<file path="config.mk">
export PLATFORM = sky130hd
export DESIGN_NAME = vram_arbiter_flat
export DESIGN_NICKNAME = d
export VERILOG_FILES = /design/src/rtl/vram_arbiter_pkg.sv /design/src/rtl/vram_arbiter_if.sv /design/src/rtl/vram_fill_engine.sv /design/src/rtl/vram_arbiter.sv /design/src/flat_wrapper.sv
export SDC_FILE = /design/constraint.sdc
export NUM_CORES = 1
export LEC_CHECK = 0
export BUFFER_PORTS_ARGS = -buffer_cell sky130_fd_sc_hd__buf_4
export CORE_ASPECT_RATIO = 0.7
export CORE_UTILIZATION = 37
export DETAILED_ROUTE_END_ITERATION = 7
export GPL_ROUTABILITY_DRIVEN = 0
export GPL_TIMING_DRIVEN = 0
export PLACE_DENSITY_LB_ADDON = 0.3
export REMOVE_ABC_BUFFERS = 1
export SYNTH_ARGS = -nofsm -noshare
export SYNTH_HDL_FRONTEND = slang
export SYNTH_HIERARCHICAL = 1
export SYNTH_SLANG_ARGS = --single-unit
export TNS_END_PERCENT = 10
</file>
<file path="constraint.sdc">
create_clock -name pclk -period 2.34 [get_ports pclk]
set_clock_uncertainty 0.1 [all_clocks]
set_input_delay 0.702 -clock pclk [delete_from_list [all_inputs] [get_ports pclk]]
set_output_delay 0.702 -clock pclk [all_outputs]
set_load 0.01 [all_outputs]
</file>
<file path="src/rtl/vram_arbiter_pkg.sv">
// -----------------------------------------------------------------------------
// vram_arb_pkg
// Shared constants and types for the VRAM arbiter slice.
//   AW / DW / DEPTH : address width, pixel width, number of valid locations
//   VID_LAT         : cycles from vid_req to vid_valid
//   owner_t         : owner of an issued RAM cycle
//   slot_t          : per-cycle pipeline record (owner, read flag, out-of-range)
//   cpu_state_t     : CPU port FSM encoding
//   fill_state_t    : fill engine FSM encoding
// Optional feature macro used by the slice: VRAM_ARB_FILL_EN
// -----------------------------------------------------------------------------
package vram_arb_pkg;

  localparam int AW      = 14;
  localparam int DW      = 8;
  localparam int DEPTH   = 16000;
  localparam int VID_LAT = 3;

  typedef enum logic [1:0] {
    OWN_NONE = 2'd0,
    OWN_VID  = 2'd1,
    OWN_FILL = 2'd2,
    OWN_CPU  = 2'd3
  } owner_t;

  typedef struct packed {
    owner_t own;
    logic   rd;   // cycle is a read whose data must be returned
    logic   oor;  // address was out of range: return 0x00
  } slot_t;

  localparam slot_t SLOT_NONE = '{own: OWN_NONE, rd: 1'b0, oor: 1'b0};

  typedef enum logic [1:0] {
    C_IDLE = 2'd0,
    C_RD1  = 2'd1,
    C_RD2  = 2'd2
  } cpu_state_t;

  typedef enum logic {
    F_IDLE = 1'b0,
    F_RUN  = 1'b1
  } fill_state_t;

  function automatic logic addr_in_range(input logic [31:0] addr,
                                         input int unsigned depth);
    return addr < depth;
  endfunction

endpackage

</file>
<file path="src/rtl/vram_arbiter_if.sv">
// -----------------------------------------------------------------------------
// vram_arbiter_if
// Bundles the three requester ports, the RAM port and FSM debug state.
//   slave  : arbiter side (requests/ram_rdata in; responses/RAM controls out)
//   master : environment side (video fetch, CPU, fill trigger and the RAM)
// Handshakes:
//   vid_req is a one-cycle strobe answered by a one-cycle vid_valid exactly
//   VID_LAT cycles later; cpu_req is a level held (with stable we/addr/wdata)
//   until the one-cycle cpu_ack; fill_start is a one-cycle trigger that is
//   accepted only while fill_busy is low.
// -----------------------------------------------------------------------------
interface vram_arbiter_if #(
  parameter int AW = vram_arb_pkg::AW,
  parameter int DW = vram_arb_pkg::DW
);
  import vram_arb_pkg::*;

  logic          vid_req;
  logic [AW-1:0] vid_addr;
  logic [DW-1:0] vid_data;
  logic          vid_valid;

  logic          cpu_req;
  logic          cpu_we;
  logic [AW-1:0] cpu_addr;
  logic [DW-1:0] cpu_wdata;
  logic          cpu_ack;
  logic [DW-1:0] cpu_rdata;

  logic          fill_start;
  logic [DW-1:0] fill_color;
  logic          fill_busy;

  logic [AW-1:0] ram_addr;
  logic          ram_we;
  logic [DW-1:0] ram_wdata;
  logic [DW-1:0] ram_rdata;

  cpu_state_t    dbg_cpu_state;
  fill_state_t   dbg_fill_state;

  modport slave (
    input  vid_req, vid_addr, cpu_req, cpu_we, cpu_addr, cpu_wdata,
           fill_start, fill_color, ram_rdata,
    output vid_data, vid_valid, cpu_ack, cpu_rdata, fill_busy,
           ram_addr, ram_we, ram_wdata, dbg_cpu_state, dbg_fill_state
  );

  modport master (
    output vid_req, vid_addr, cpu_req, cpu_we, cpu_addr, cpu_wdata,
           fill_start, fill_color, ram_rdata,
    input  vid_data, vid_valid, cpu_ack, cpu_rdata, fill_busy,
           ram_addr, ram_we, ram_wdata, dbg_cpu_state, dbg_fill_state
  );

endinterface

</file>
<file path="src/rtl/vram_fill_engine.sv">
// -----------------------------------------------------------------------------
// vram_fill_engine
// Writes one colour to every location 0..DEPTH-1, one write per free slot.
// Only instantiated when VRAM_ARB_FILL_EN is defined.
// Ports:
//   clk, reset    : pixel clock, synchronous active-high reset
//   i_start       : one-cycle trigger, accepted in F_IDLE only
//   i_color       : fill colour, latched on an accepted i_start
//   i_slot_free   : the RAM slot this cycle is not taken by video
//   o_wr_req      : fill owns the slot this cycle
//   o_addr/o_data : write address/data for that slot
//   o_busy        : fill in progress
//   o_state       : FSM state (debug)
// -----------------------------------------------------------------------------
module vram_fill_engine
  import vram_arb_pkg::*;
#(
  parameter int AW    = vram_arb_pkg::AW,
  parameter int DW    = vram_arb_pkg::DW,
  parameter int DEPTH = vram_arb_pkg::DEPTH
) (
  input  logic          clk,
  input  logic          reset,
  input  logic          i_start,
  input  logic [DW-1:0] i_color,
  input  logic          i_slot_free,
  output logic          o_wr_req,
  output logic [AW-1:0] o_addr,
  output logic [DW-1:0] o_data,
  output logic          o_busy,
  output fill_state_t   o_state
);

  fill_state_t   r_state, w_state_nxt;
  logic [AW-1:0] r_cnt, w_cnt_nxt;
  logic [DW-1:0] r_color, w_color_nxt;

  always_ff @(posedge clk) begin
    if (reset) begin
      r_state <= F_IDLE;
      r_cnt   <= '0;
      r_color <= '0;
    end else begin
      r_state <= w_state_nxt;
      r_cnt   <= w_cnt_nxt;
      r_color <= w_color_nxt;
    end
  end

  always_comb begin
    w_state_nxt = r_state;
    w_cnt_nxt   = r_cnt;
    w_color_nxt = r_color;
    unique case (r_state)
      F_IDLE: begin
        if (i_start) begin
          w_state_nxt = F_RUN;
          w_cnt_nxt   = '0;
          w_color_nxt = i_color;
        end
      end
      F_RUN: begin
        // Advance only on slots video did not take; the last write ends the run.
        if (i_slot_free) begin
          w_cnt_nxt = r_cnt + 1'b1;
          if (r_cnt == AW'(DEPTH - 1)) w_state_nxt = F_IDLE;
        end
      end
      default: w_state_nxt = F_IDLE;
    endcase
  end

  assign o_wr_req = (r_state == F_RUN) && i_slot_free;
  assign o_addr   = r_cnt;
  assign o_data   = r_color;
  assign o_busy   = (r_state == F_RUN);
  assign o_state  = r_state;

endmodule

</file>
<file path="src/rtl/vram_arbiter.sv">
// -----------------------------------------------------------------------------
// vram_arbiter
// Shares one synchronous single-port VRAM between video scanout, a CPU port
// and an optional fill engine. Fixed priority video > fill > CPU, one grant
// per cycle. RAM controls are registered; ram_rdata returns one cycle after
// ram_addr and is steered back using a VID_LAT-1 deep owner pipeline.
// Ports:
//   pclk  : pixel clock
//   reset : synchronous active-high reset
//   bus   : vram_arbiter_if.slave (video, CPU, fill, RAM, debug state)
// Macro: VRAM_ARB_FILL_EN adds the fill engine; without it fill_start and
//   fill_color are ignored, fill_busy is 0 and priority is video > CPU.
// -----------------------------------------------------------------------------
module vram_arbiter
  import vram_arb_pkg::*;
#(
  parameter int AW    = vram_arb_pkg::AW,
  parameter int DW    = vram_arb_pkg::DW,
  parameter int DEPTH = vram_arb_pkg::DEPTH
) (
  input  logic           pclk,
  input  logic           reset,
  vram_arbiter_if.slave  bus
);

  localparam int PIPE = VID_LAT - 1;  // RAM address stage + RAM data stage

  // Fill engine hookup
  logic          w_fill_req;
  logic [AW-1:0] w_fill_addr;
  logic [DW-1:0] w_fill_data;
  logic          w_fill_busy;
  fill_state_t   w_fill_state;

`ifdef VRAM_ARB_FILL_EN
  vram_fill_engine #(
    .AW    (AW),
    .DW    (DW),
    .DEPTH (DEPTH)
  ) u_fill (
    .clk         (pclk),
    .reset       (reset),
    .i_start     (bus.fill_start),
    .i_color     (bus.fill_color),
    .i_slot_free (!bus.vid_req),
    .o_wr_req    (w_fill_req),
    .o_addr      (w_fill_addr),
    .o_data      (w_fill_data),
    .o_busy      (w_fill_busy),
    .o_state     (w_fill_state)
  );
`else
  logic w_unused_fill;
  assign w_unused_fill = ^{bus.fill_start, bus.fill_color};
  assign w_fill_req    = 1'b0;
  assign w_fill_addr   = '0;
  assign w_fill_data   = '0;
  assign w_fill_busy   = 1'b0;
  assign w_fill_state  = F_IDLE;
`endif

  // Registers
  logic [AW-1:0] r_ram_addr;
  logic          r_ram_we;
  logic [DW-1:0] r_ram_wdata;
  logic [DW-1:0] r_vid_data;
  logic          r_vid_valid;
  logic          r_cpu_ack;
  logic [DW-1:0] r_cpu_rdata;
  cpu_state_t    r_cpu_state, w_cpu_state_nxt;
  slot_t         r_pipe [PIPE];

  // Grant decision
  slot_t         w_slot;
  logic [AW-1:0] w_addr;
  logic          w_we;
  logic [DW-1:0] w_wdata;
  logic          w_cpu_grant;
  logic          w_cpu_can;
  logic          w_vid_ok;
  logic          w_cpu_ok;

  assign w_vid_ok = addr_in_range(32'(bus.vid_addr), DEPTH);
  assign w_cpu_ok = addr_in_range(32'(bus.cpu_addr), DEPTH);

  // No CPU grant while a read is in flight, in the cycle of an ack (so the
  // still-high cpu_req is not taken twice), or while a fill is running.
  assign w_cpu_can = bus.cpu_req && (r_cpu_state == C_IDLE) && !r_cpu_ack &&
                     !w_fill_busy;

  always_comb begin
    w_slot      = SLOT_NONE;
    w_addr      = r_ram_addr;
    w_we        = 1'b0;
    w_wdata     = r_ram_wdata;
    w_cpu_grant = 1'b0;
    if (bus.vid_req) begin
      w_slot = '{own: OWN_VID, rd: 1'b1, oor: !w_vid_ok};
      w_addr = bus.vid_addr;
    end else if (w_fill_req) begin
      w_slot  = '{own: OWN_FILL, rd: 1'b0, oor: 1'b0};
      w_addr  = w_fill_addr;
      w_we    = 1'b1;
      w_wdata = w_fill_data;
    end else if (w_cpu_can) begin
      w_cpu_grant = 1'b1;
      w_slot      = '{own: OWN_CPU, rd: !bus.cpu_we, oor: !w_cpu_ok};
      w_addr      = bus.cpu_addr;
      // Out-of-range writes are acknowledged but never reach the RAM.
      w_we        = bus.cpu_we && w_cpu_ok;
      if (bus.cpu_we) w_wdata = bus.cpu_wdata;
    end
  end

  // Read return steering from the tail of the owner pipeline
  slot_t         w_tail;
  logic          w_vid_ret;
  logic          w_cpu_ret;
  logic [DW-1:0] w_ret_data;

  assign w_tail     = r_pipe[PIPE-1];
  assign w_vid_ret  = (w_tail.own == OWN_VID);
  assign w_cpu_ret  = (w_tail.own == OWN_CPU) && w_tail.rd;
  assign w_ret_data = w_tail.oor ? '0 : bus.ram_rdata;

  // CPU FSM next state
  always_comb begin
    w_cpu_state_nxt = r_cpu_state;
    unique case (r_cpu_state)
      C_IDLE:  if (w_cpu_grant && !bus.cpu_we) w_cpu_state_nxt = C_RD1;
      C_RD1:   w_cpu_state_nxt = C_RD2;
      C_RD2:   w_cpu_state_nxt = C_IDLE;
      default: w_cpu_state_nxt = C_IDLE;
    endcase
  end

  always_ff @(posedge pclk) begin
    if (reset) begin
      r_ram_addr  <= '0;
      r_ram_we    <= 1'b0;
      r_ram_wdata <= '0;
      r_vid_data  <= '0;
      r_vid_valid <= 1'b0;
      r_cpu_ack   <= 1'b0;
      r_cpu_rdata <= '0;
      r_cpu_state <= C_IDLE;
      for (int i = 0; i < PIPE; i++) r_pipe[i] <= SLOT_NONE;
    end else begin
      r_ram_addr  <= w_addr;
      r_ram_we    <= w_we;
      r_ram_wdata <= w_wdata;
      r_pipe[0]   <= w_slot;
      for (int i = 1; i < PIPE; i++) r_pipe[i] <= r_pipe[i-1];
      r_vid_valid <= w_vid_ret;
      if (w_vid_ret) r_vid_data <= w_ret_data;
      // Writes ack together with ram_we; reads ack when their data returns.
      r_cpu_ack   <= (w_cpu_grant && bus.cpu_we) || w_cpu_ret;
      if (w_cpu_ret) r_cpu_rdata <= w_ret_data;
      r_cpu_state <= w_cpu_state_nxt;
    end
  end

  assign bus.ram_addr       = r_ram_addr;
  assign bus.ram_we         = r_ram_we;
  assign bus.ram_wdata      = r_ram_wdata;
  assign bus.vid_data       = r_vid_data;
  assign bus.vid_valid      = r_vid_valid;
  assign bus.cpu_ack        = r_cpu_ack;
  assign bus.cpu_rdata      = r_cpu_rdata;
  assign bus.fill_busy      = w_fill_busy;
  assign bus.dbg_cpu_state  = r_cpu_state;
  assign bus.dbg_fill_state = w_fill_state;

endmodule

</file>
<file path="src/flat_wrapper.sv">
// flat-port wrapper written by rule: the top's interface ports become plain ports
module vram_arbiter_flat import vram_arb_pkg::*;
#(
  parameter int AW    = vram_arb_pkg::AW,
  parameter int DW    = vram_arb_pkg::DW,
  parameter int DEPTH = vram_arb_pkg::DEPTH
)
  (pclk, reset, bus_vid_req, bus_vid_addr, bus_cpu_req, bus_cpu_we, bus_cpu_addr, bus_cpu_wdata, bus_fill_start, bus_fill_color, bus_ram_rdata, bus_vid_data, bus_vid_valid, bus_cpu_ack, bus_cpu_rdata, bus_fill_busy, bus_ram_addr, bus_ram_we, bus_ram_wdata, bus_dbg_cpu_state, bus_dbg_fill_state);
  vram_arbiter_if #(.AW(AW), .DW(DW)) bus_i ();
  input  logic pclk;
  input  logic reset;
  input wire logic [$bits(bus_i.vid_req)-1:0] bus_vid_req;
  input wire logic [$bits(bus_i.vid_addr)-1:0] bus_vid_addr;
  input wire logic [$bits(bus_i.cpu_req)-1:0] bus_cpu_req;
  input wire logic [$bits(bus_i.cpu_we)-1:0] bus_cpu_we;
  input wire logic [$bits(bus_i.cpu_addr)-1:0] bus_cpu_addr;
  input wire logic [$bits(bus_i.cpu_wdata)-1:0] bus_cpu_wdata;
  input wire logic [$bits(bus_i.fill_start)-1:0] bus_fill_start;
  input wire logic [$bits(bus_i.fill_color)-1:0] bus_fill_color;
  input wire logic [$bits(bus_i.ram_rdata)-1:0] bus_ram_rdata;
  output wire logic [$bits(bus_i.vid_data)-1:0] bus_vid_data;
  output wire logic [$bits(bus_i.vid_valid)-1:0] bus_vid_valid;
  output wire logic [$bits(bus_i.cpu_ack)-1:0] bus_cpu_ack;
  output wire logic [$bits(bus_i.cpu_rdata)-1:0] bus_cpu_rdata;
  output wire logic [$bits(bus_i.fill_busy)-1:0] bus_fill_busy;
  output wire logic [$bits(bus_i.ram_addr)-1:0] bus_ram_addr;
  output wire logic [$bits(bus_i.ram_we)-1:0] bus_ram_we;
  output wire logic [$bits(bus_i.ram_wdata)-1:0] bus_ram_wdata;
  output wire logic [$bits(bus_i.dbg_cpu_state)-1:0] bus_dbg_cpu_state;
  output wire logic [$bits(bus_i.dbg_fill_state)-1:0] bus_dbg_fill_state;
  assign bus_i.vid_req = bus_vid_req;
  assign bus_i.vid_addr = bus_vid_addr;
  assign bus_i.cpu_req = bus_cpu_req;
  assign bus_i.cpu_we = bus_cpu_we;
  assign bus_i.cpu_addr = bus_cpu_addr;
  assign bus_i.cpu_wdata = bus_cpu_wdata;
  assign bus_i.fill_start = bus_fill_start;
  assign bus_i.fill_color = bus_fill_color;
  assign bus_i.ram_rdata = bus_ram_rdata;
  assign bus_vid_data = bus_i.vid_data;
  assign bus_vid_valid = bus_i.vid_valid;
  assign bus_cpu_ack = bus_i.cpu_ack;
  assign bus_cpu_rdata = bus_i.cpu_rdata;
  assign bus_fill_busy = bus_i.fill_busy;
  assign bus_ram_addr = bus_i.ram_addr;
  assign bus_ram_we = bus_i.ram_we;
  assign bus_ram_wdata = bus_i.ram_wdata;
  assign bus_dbg_cpu_state = bus_i.dbg_cpu_state;
  assign bus_dbg_fill_state = bus_i.dbg_fill_state;
  vram_arbiter #(.AW(AW), .DW(DW), .DEPTH(DEPTH)) u_core (.pclk(pclk), .reset(reset), .bus(bus_i));
endmodule
</file>
# After elaboration in Yosys (flattened, before gate mapping)
# Memory sizes are Yosys's and may differ from the RTL's.
# Index checks and enable logic that the tools add are counted.
[totals]
ram_bits = 8
input_bits = 58
ff_bits = 43
output_inout_bits = 45
elab_cells = 48
memories = 1
[op_classes]
order_cmp = 2
muxes = 14
n_reduce_logical = 15
bitwise_logic = 4
n_eq_ne = 4
[memory_table]
columns = ["memory", "words", "width", "read_ports", "rd_ports_with_merged_regs", "wr", "line", "text"]
rows = [
  ["u_core.r_pipe", 2, 4, 2, 0, 2, "vram_arbiter.sv:71", "slot_t r_pipe [PIPE];"],
]
[ops]
columns = ["cell", "n"]
rows = [
  ["14-bit < comparator (second input constant)", 2],
  ["14-bit two-way mux", 2],
  ["4-bit two-way mux", 4],
  ["8-bit two-way mux", 1],
  ["1-bit logical AND", 6],
  ["1-bit two-way mux", 5],
  ["2-bit by 1-bit == test with 1-bit output (second input constant)", 2],
  ["1-bit zero test", 4],
  ["2-bit one-hot mux with 2 select lines", 1],
  ["3-bit AND reduction", 1],
  ["3-bit OR reduction", 1],
  ["2-bit == test (second input constant)", 1],
  ["2-bit zero test", 1],
  ["2-bit two-way mux", 1],
  ["2-bit inequality test (second input constant)", 1],
  ["1-bit inverter", 2],
  ["1-bit bitwise OR", 2],
  ["2-bit nonzero test", 1],
  ["1-bit logical OR", 1],
]

# Depth between registers and ports, before layout
# Gate-level depths: netlist of run 1.
[depth]
word_depth = 8
mapped_depth = 5
ltp_nobuf = 4

# Worst setup path after synthesis of run 1
# Ideal clock, no wire load.
[synth_timing]
path_kind = "input -> register"
start = "input port bus_cpu_req"
end = "register u_core.r_ram_we, in the netlist u_core/bus.ram_we"
setup_slack_ns = 0.408
arrival_ns = 1.772
path_stages = 5
required_time_ns = 2.180
setup_time_ns = 0.060
cell_sequence = "or4b_1 -> buf_2 -> or3_4 -> inv_2 -> and3_1"
[synth_via]
elab_chain_cells = 4
[synth_lines]
columns = ["element", "line", "text"]
rows = [
  ["from (decl)", "flat_wrapper.sv:14", "input wire logic [$bits(bus_i.cpu_req)-1:0] bus_cpu_req;"],
  ["1-bit logical AND (2 in a row)", "vram_arbiter.sv:88", "assign w_cpu_can = bus.cpu_req && (r_cpu_state == C_IDLE) && !r_cpu_ack &&"],
  ["1-bit inverter (no line)", "-", ""],
  ["3-bit OR reduction (no line)", "-", ""],
  ["to (signal assigned)", "vram_arbiter.sv:150", "r_ram_we <= w_we;"],
  ["to (decl)", "vram_arbiter.sv:64", "logic r_ram_we;"],
]
# Every way passes these cells.
# A chain may end at the register's enable or synchronous reset.

# Final worst setup path of run 1
[layout_timing]
start = "input port bus_cpu_req"
end = "register u_core.r_ram_wdata[7], in the netlist u_core/bus.ram_wdata[7]"
[layout_via]
elab_chain_cells = 3
[layout_lines]
columns = ["element", "line", "text"]
rows = [
  ["1-bit logical AND (2 in a row)", "vram_arbiter.sv:88", ""],
  ["3-bit AND reduction (no line)", "-", ""],
  ["to (signal assigned)", "vram_arbiter.sv:151", "r_ram_wdata <= w_wdata;"],
  ["to (decl)", "vram_arbiter.sv:65", "logic [DW-1:0] r_ram_wdata;"],
]
# Every way passes these cells.

==> results.py, run 1 <==
metrics = {
    "clock_tree": {
        "h-tree-depth": 2,
        "cts.sinks": 51,
        "clkTransAtPathRegs_ns": 0.09,
        "ctsLongestPathBuffers": 2,
        "postCtsHoldBufs": 0,
        "cts_tree": "done",
        "root_buffer": "clkbuf_8",
        "clk-insertion-delay-late_ns": 0.30,
        "cts_buffers": 5,
    },
    "synthesis": {
        "postSynthCellCount": 237,
        "synth_common_cells": "51 x dfxtp_1, 32 x nand2_1, 29 x nor3_1",
        "synth_area_mm2": 0.00205,
        "synthFlopType": "dfxtp_1",
        "synth-edff-count": 0,
        "synth_most_common_cell": "dfxtp_1",
        "ys_seq_elements": 51,
        "postSynthAreaPerCell_um2": 8.67,
        "synthTopCellsByArea": "dfxtp_1 50%, nor3_1 7.1%, a2111oi_0 6.0%",
        "yosysTopAreaCellShare_pct": 49.7,
        "yosysUniqueCellTypes": 27,
        "yosysTopAreaCell": "dfxtp_1",
        "yosys_warnings": 6,
        "synthArstFlopShare_pct": 0,
        "seq_area_frac_synth_pct": 49.7,
    },
    "final_layout": {
        "fin_nets": 375,
        "n_antenna_cell": 0,
        "instances_no_fill": 390,
        "fillCellCount": 521,
        "areaGrowthSynthToFinish_pct": 40.1,
        "drive_above_1_share_pct": 33.0,
        "utilization_pct": 54.5,
    },
    "worst_setup_path": {
        "r2r_slack_ns": 0.29,
        "required_ns": 2.47,
        "startpoint_type": "input pin",
        "path_cells": "buf_4 -> or4b_1 -> nor3_4 -> buf_12 -> mux2i_1",
        "r2r_cells": 4,
        "end_kind": "register",
        "path_buf_inv": 2,
        "worstPathMaxFanout": 16,
        "r2r_end": "u_core/bus.ram_wdata[7]",
        "critical_path_class": "input pin to register",
        "worst_path_max_delay_cell": "or4b_1",
        "cpPeakStageDelay_ns": 0.76,
        "path_delay_family": "simple AND/OR/NAND/NOR gates",
        "worstPathArrival_ns": 2.19,
        "reg2reg_from": "u_core/bus.dbg_cpu_state[0]",
    },
    "power_and_ir_drop": {
        "p_per_area_mw_per_mm2": 604,
        "leakagePower_nw": 1.26,
        "total_power_w": 0.00174,
        "ir_worst_vdd_v": 0.000280,
    },
    "timing": {
        "whs_ns": 0.343,
        "fin_crit_ns": 2.06,
        "fin_tns_setup_ns": 0,
        "clock.fmax_mhz": 486,
        "slew_headroom_pct": 36.3,
        "fin_crit_sh_pct": 88.0,
        "final_hold_viol_count": 0,
        "report.final.slew_viol_count": 0,
        "worst_pin_slew_ns": 0.952,
        "setup_viol": 0,
        "rsz0062_at_grt": "no",
    },
    "detailed_routing": {
        "vias": 1836,
        "first_pass_iters": 4,
        "drt-initial-drc-count": 81,
        "via_per_inst": 4.71,
        "wl_um": 4870,
        "routedWlPerCell_um": 12.5,
        "ant_nets": 0,
        "drc": 0,
    },
    "placement": {
        "hpwl_um": 3380,
        "io_buffers": 91,
        "dp.cells": 381,
    },
    "floorplanning": {
        "rows": 22,
        "die_w_um": 91.1,
        "die-height_um": 64.3,
        "die_area_mm2": 0.00586,
        "fp.coreArea_mm2": 0.00529,
        "ios": 103,
        "start_util_pct": 38.9,
    },
    "grt": {
        "grt_pass1_wl_um": 8130,
        "grt.overflow.total": 0,
        "grt_pass1_vias": 1808,
        "gr-usage-all-layers_pct": 17.3,
        "antenna_found_initial": 0,
        "grt_max_degree": 58,
    },
    "flow_run": {
        "cap_violations": 0,
    },
    "worst_hold_path": {
        "whs_endpoint": "u_core/r_pipe[0][7]",
        "hold_path_class": "register to register",
        "hold_depth": 1,
        "min-delay-start": "u_core/r_pipe[0][3]",
    },
    "status": {
        "status": "finished, final reports clean",
    },
}
## cells in the final DEF (no fill, tap or decap), drive strengths merged, types with 8 or more instances in the layout
master | Yosys | final
a2111oi | 14 | 14
a21oi | 17 | 17
buf | 6 | 92
dfxtp | 51 | 51
inv | 16 | 16
mux2i | 8 | 8
nand2 | 32 | 32
nand2b | 17 | 17
nor2b | 13 | 13
nor3 | 29 | 29
## worst max-delay path by stage
stage / cells past startpoint / start / end / slack [ns]
6_report: 5 / bus_cpu_req / u_core/bus.ram_wdata[7] / 0.28
5_1_grt: 4 / u_core/bus.dbg_cpu_state[0] / u_core/bus.ram_wdata[1] / 0.19
4_1_cts: 4 / bus_cpu_req / u_core/bus.ram_wdata[6] / 0.09
3_5_place_dp: 4 / bus_cpu_req / u_core/bus.ram_wdata[4] / -0.43
3_3_place_gp: 4 / bus_cpu_req / u_core/bus.cpu_ack / -0.98
2_1_floorplan: 3 / bus_cpu_req / u_core/bus.cpu_ack / -0.35
## power breakdown
| part | internal [W] | switching (W) |
|---|---|---|
| logic | 0.000137 | 0.000119 |
| registers | 0.000907 | 0.0000206 |
| clock network | 0.000269 | 0.000285 |
## final cells by class
type | instances | area [µm²] | area share [%]
Clock buffer | 7 | 96.3 | 3.35
Clock inverter | 1 | 7.51 | 0.261
Inverter | 16 | 60.1 | 2.09
Multi-Input combinational cell | 151 | 900 | 31.3
Sequential cell | 51 | 1020 | 35.5
Tap cell | 72 | 90.1 | 3.13
Timing Repair Buffer | 92 | 703 | 24.4
## what timing repair did
item / in CTS / in global routing
buffers inserted: 0 / 1
gates resized for setup: 1 / 0
setup endpoints to repair: 9 / 1
pin swaps: 0 / 1
## state kept, by name, indices dropped and copies added, names as in the netlist
signal	flops
u_core/bus.ram_we	1
u_core/r_pipe	8
u_core/bus.vid_valid	1
u_core/bus.cpu_ack	1
u_core/bus.ram_wdata	8
u_core/bus.vid_data	8
u_core/bus.ram_addr	14
u_core/bus.cpu_rdata	8
u_core/bus.dbg_cpu_state	2
## cell families (layout without fill, tap and decap cells)
| group | Yosys count | count (layout) | synth area share, % |
|---|---|---|---|
| and+or+nand+nor | 106 | 106 | 27.4 |
| DFF | 51 | 51 | 49.7 |
| buffers and inverters | 36 | 116 | 7.25 |
| AOI/OAI and AO/OA | 35 | 35 | 11.6 |
| muxes | 8 | 8 | 3.90 |
| other | 1 | 2 | 0.183 |
## per-stage QoR
| stage | worst slack [ns] | instance area, µm² |
|---|---|---|
| after floorplan | -0.355 | 1970 |
| after global placement | -0.980 | 2740 |
| after detailed placement | -0.431 | 2750 |
| after CTS | 0.0913 | 2860 |
| after global routing | 0.186 | 2880 |
| final | 0.281 | 2880 |
## per-layer routing
layer / global-route usage [%] / routed length, µm / vias to the layer above / share of wire (%)
met2: 29.1 / 2200 / 44 / 45
met3: 4.52 / 242 / 5 / 5.0
met4: 5.95 / 61 / 0 / 1.3
met5: 0 / 0 / - / 0
met1: 21.7 / 2370 / 828 / 49
li1: - / - / 959 / -
(Power assumes the default switching activity.)
==> inputs of run 2 (changes only) <==
Clock period 2.34 ns to 1.9 ns, I/O delays scaled along.
==> run 2 against run 1 <==
Critical path type is now register to register. Sequential cell count stayed put. Design area increased by 1.0%. Setup slack worse by 0.19 ns. Critical path depth is 1 lower. Wire length increased by 0.97%. Non-clock buffer count rose by 1.
==> results.py, run 2 (synthesized netlist as in run 1, its figures left out) <==
metrics = {
    "status": {
        "status": "finished, final reports clean",
    },
    "worst_setup_path": {
        "worstPathMaxFanout": 16,
        "end_kind": "register",
        "worst_path_max_delay_cell": "or4b_4",
        "path_delay_family": "simple AND/OR/NAND/NOR gates",
        "critical_path_class": "register to register",
        "cpPeakStageDelay_ns": 0.69,
        "path_buf_inv": 1,
        "required_ns": 2.03,
        "startpoint_type": "register",
        "worstPathArrival_ns": 1.94,
        "path_cells": "or4b_4 -> nor3_4 -> buf_12 -> mux2i_1",
    },
    "floorplanning": {
        "fp.coreArea_mm2": 0.00529,
        "ios": 103,
        "die_w_um": 91.1,
        "start_util_pct": 38.9,
        "die_area_mm2": 0.00586,
        "die-height_um": 64.3,
        "rows": 22,
    },
    "final_layout": {
        "drive_above_1_share_pct": 33.5,
        "largest_reg_flops": 14,
        "fin_nets": 376,
        "multi_input_comb_area_um2": 908,
        "regArea_mm2": 0.00102,
        "final_common_cell": "buf_4",
        "areaGrowthSynthToFinish_pct": 41.5,
        "mostFrequentLayoutCells": "91 x buf_4, 51 x dfxtp_1, 32 x nand2_1",
        "n_antenna_cell": 0,
        "fillCellCount": 520,
    },
    "grt": {
        "grt_max_degree": 58,
        "grt.overflow.total": 0,
        "grt_pass1_vias": 1817,
        "gr-usage-all-layers_pct": 17.6,
        "grt_pass1_wl_um": 8220,
        "antenna_found_initial": 0,
    },
    "detailed_routing": {
        "vias": 1865,
        "first_pass_iters": 4,
        "top_layer": "met4",
        "wl_um": 4920,
        "route.met2.wl_um": 2240,
        "drt-initial-drc-count": 83,
        "drc": 0,
        "wl_met3_um": 242,
        "via_per_inst": 4.77,
        "wl_met1_um": 2370,
        "routedWlPerCell_um": 12.6,
        "ant_nets": 0,
    },
    "clock_tree": {
        "clk-insertion-delay-late_ns": 0.30,
        "cts_tree": "done",
        "postCtsHoldBufs": 0,
        "root_buffer": "clkbuf_8",
        "ctsLongestPathBuffers": 2,
        "h-tree-depth": 2,
        "cts_buffers": 5,
        "cts.sinks": 51,
        "clkTransAtPathRegs_ns": 0.09,
    },
    "timing": {
        "slew_headroom_pct": 63.4,
        "worst_pin_slew_ns": 0.547,
        "final_hold_viol_count": 0,
        "fin_tns_setup_ns": 0,
        "clock.fmax_mhz": 552,
        "fin_crit_sh_pct": 95.4,
        "setup_viol": 0,
        "rsz0062_at_grt": "no",
        "fin_crit_ns": 1.81,
        "report.final.slew_viol_count": 0,
    },
    "placement": {
        "hpwl_um": 3380,
        "io_buffers": 91,
    },
    "flow_run": {
        "cap_violations": 0,
    },
    "power_and_ir_drop": {
        "leakagePower_nw": 1.27,
        "total_power_w": 0.00215,
        "ir_worst_vdd_v": 0.000350,
        "p_per_area_mw_per_mm2": 740,
    },
    "worst_hold_path": {
        "hold_path_class": "input pin to register",
    },
}
run 2: cell count changes in the layout (fill, tap and decap cells not counted), sizes merged:
cell  change
buf       +1
run 2: power breakdown:
group | leakage (nW) | switching (W) | total, W | internal [W]
combinational | 0.802 | 0.000149 | 0.000326 | 0.000177
sequential | 0.418 | 0.0000252 | 0.00114 | 0.00112
clock | 0.0505 | 0.000350 | 0.000681 | 0.000332
total | 1.27 | 0.000524 | 0.00215 | 0.00163
run 2: area by class of cell:
| class | instances | share of cell area (%) |
|---|---|---|
| inverters | 16 | 2.07 |
| clock inverters | 1 | 0.258 |
| well taps | 72 | 3.10 |
| multi-input cells | 151 | 31.3 |
| repair buffers | 93 | 24.9 |
| flip-flops and latches | 51 | 35.1 |
| clock buffers | 7 | 3.31 |
run 2: final timing paths:
check                                            startpoint                     endpoint  slack, ns  cells past startpoint
worst max-delay path            u_core/bus.dbg_cpu_state[0]      u_core/bus.ram_wdata[7]       0.09                      4
worst min register to register          u_core/r_pipe[0][2]          u_core/r_pipe[0][6]       0.34                      1
worst max register to register  u_core/bus.dbg_cpu_state[0]      u_core/bus.ram_wdata[7]       0.09                      4
worst min-delay path                             bus_cpu_we  u_core/bus.dbg_cpu_state[0]       0.34                      2
run 2: through the flow:
step	worst slack (ns)	area [µm²]	instances	utilization, %	hold slack, ns
after global placement	-1.29	2740	381	51.9	0.324
after global routing	0.0153	2910	391	55.0	0.327
after floorplan	-0.663	1970	218	-	0.314
after CTS	0.0202	2890	390	54.6	0.322
final	0.0876	2910	391	55.0	0.336
after detailed placement	-0.739	2750	381	52.0	0.323
run 2: per-layer routing:
metal	vias up	GRT usage, %
li1	962	-
met1	854	22.7
met2	44	28.5
met3	5	4.52
met4	0	5.95
met5	-	0
run 2: what timing repair did:
| action | in CTS | in global routing |
|---|---|---|
| pin swaps | 4 | 1 |
| buffers inserted | 1 | 1 |
| gates resized for setup | 6 | 0 |
| setup endpoints to repair | 16 | 14 |
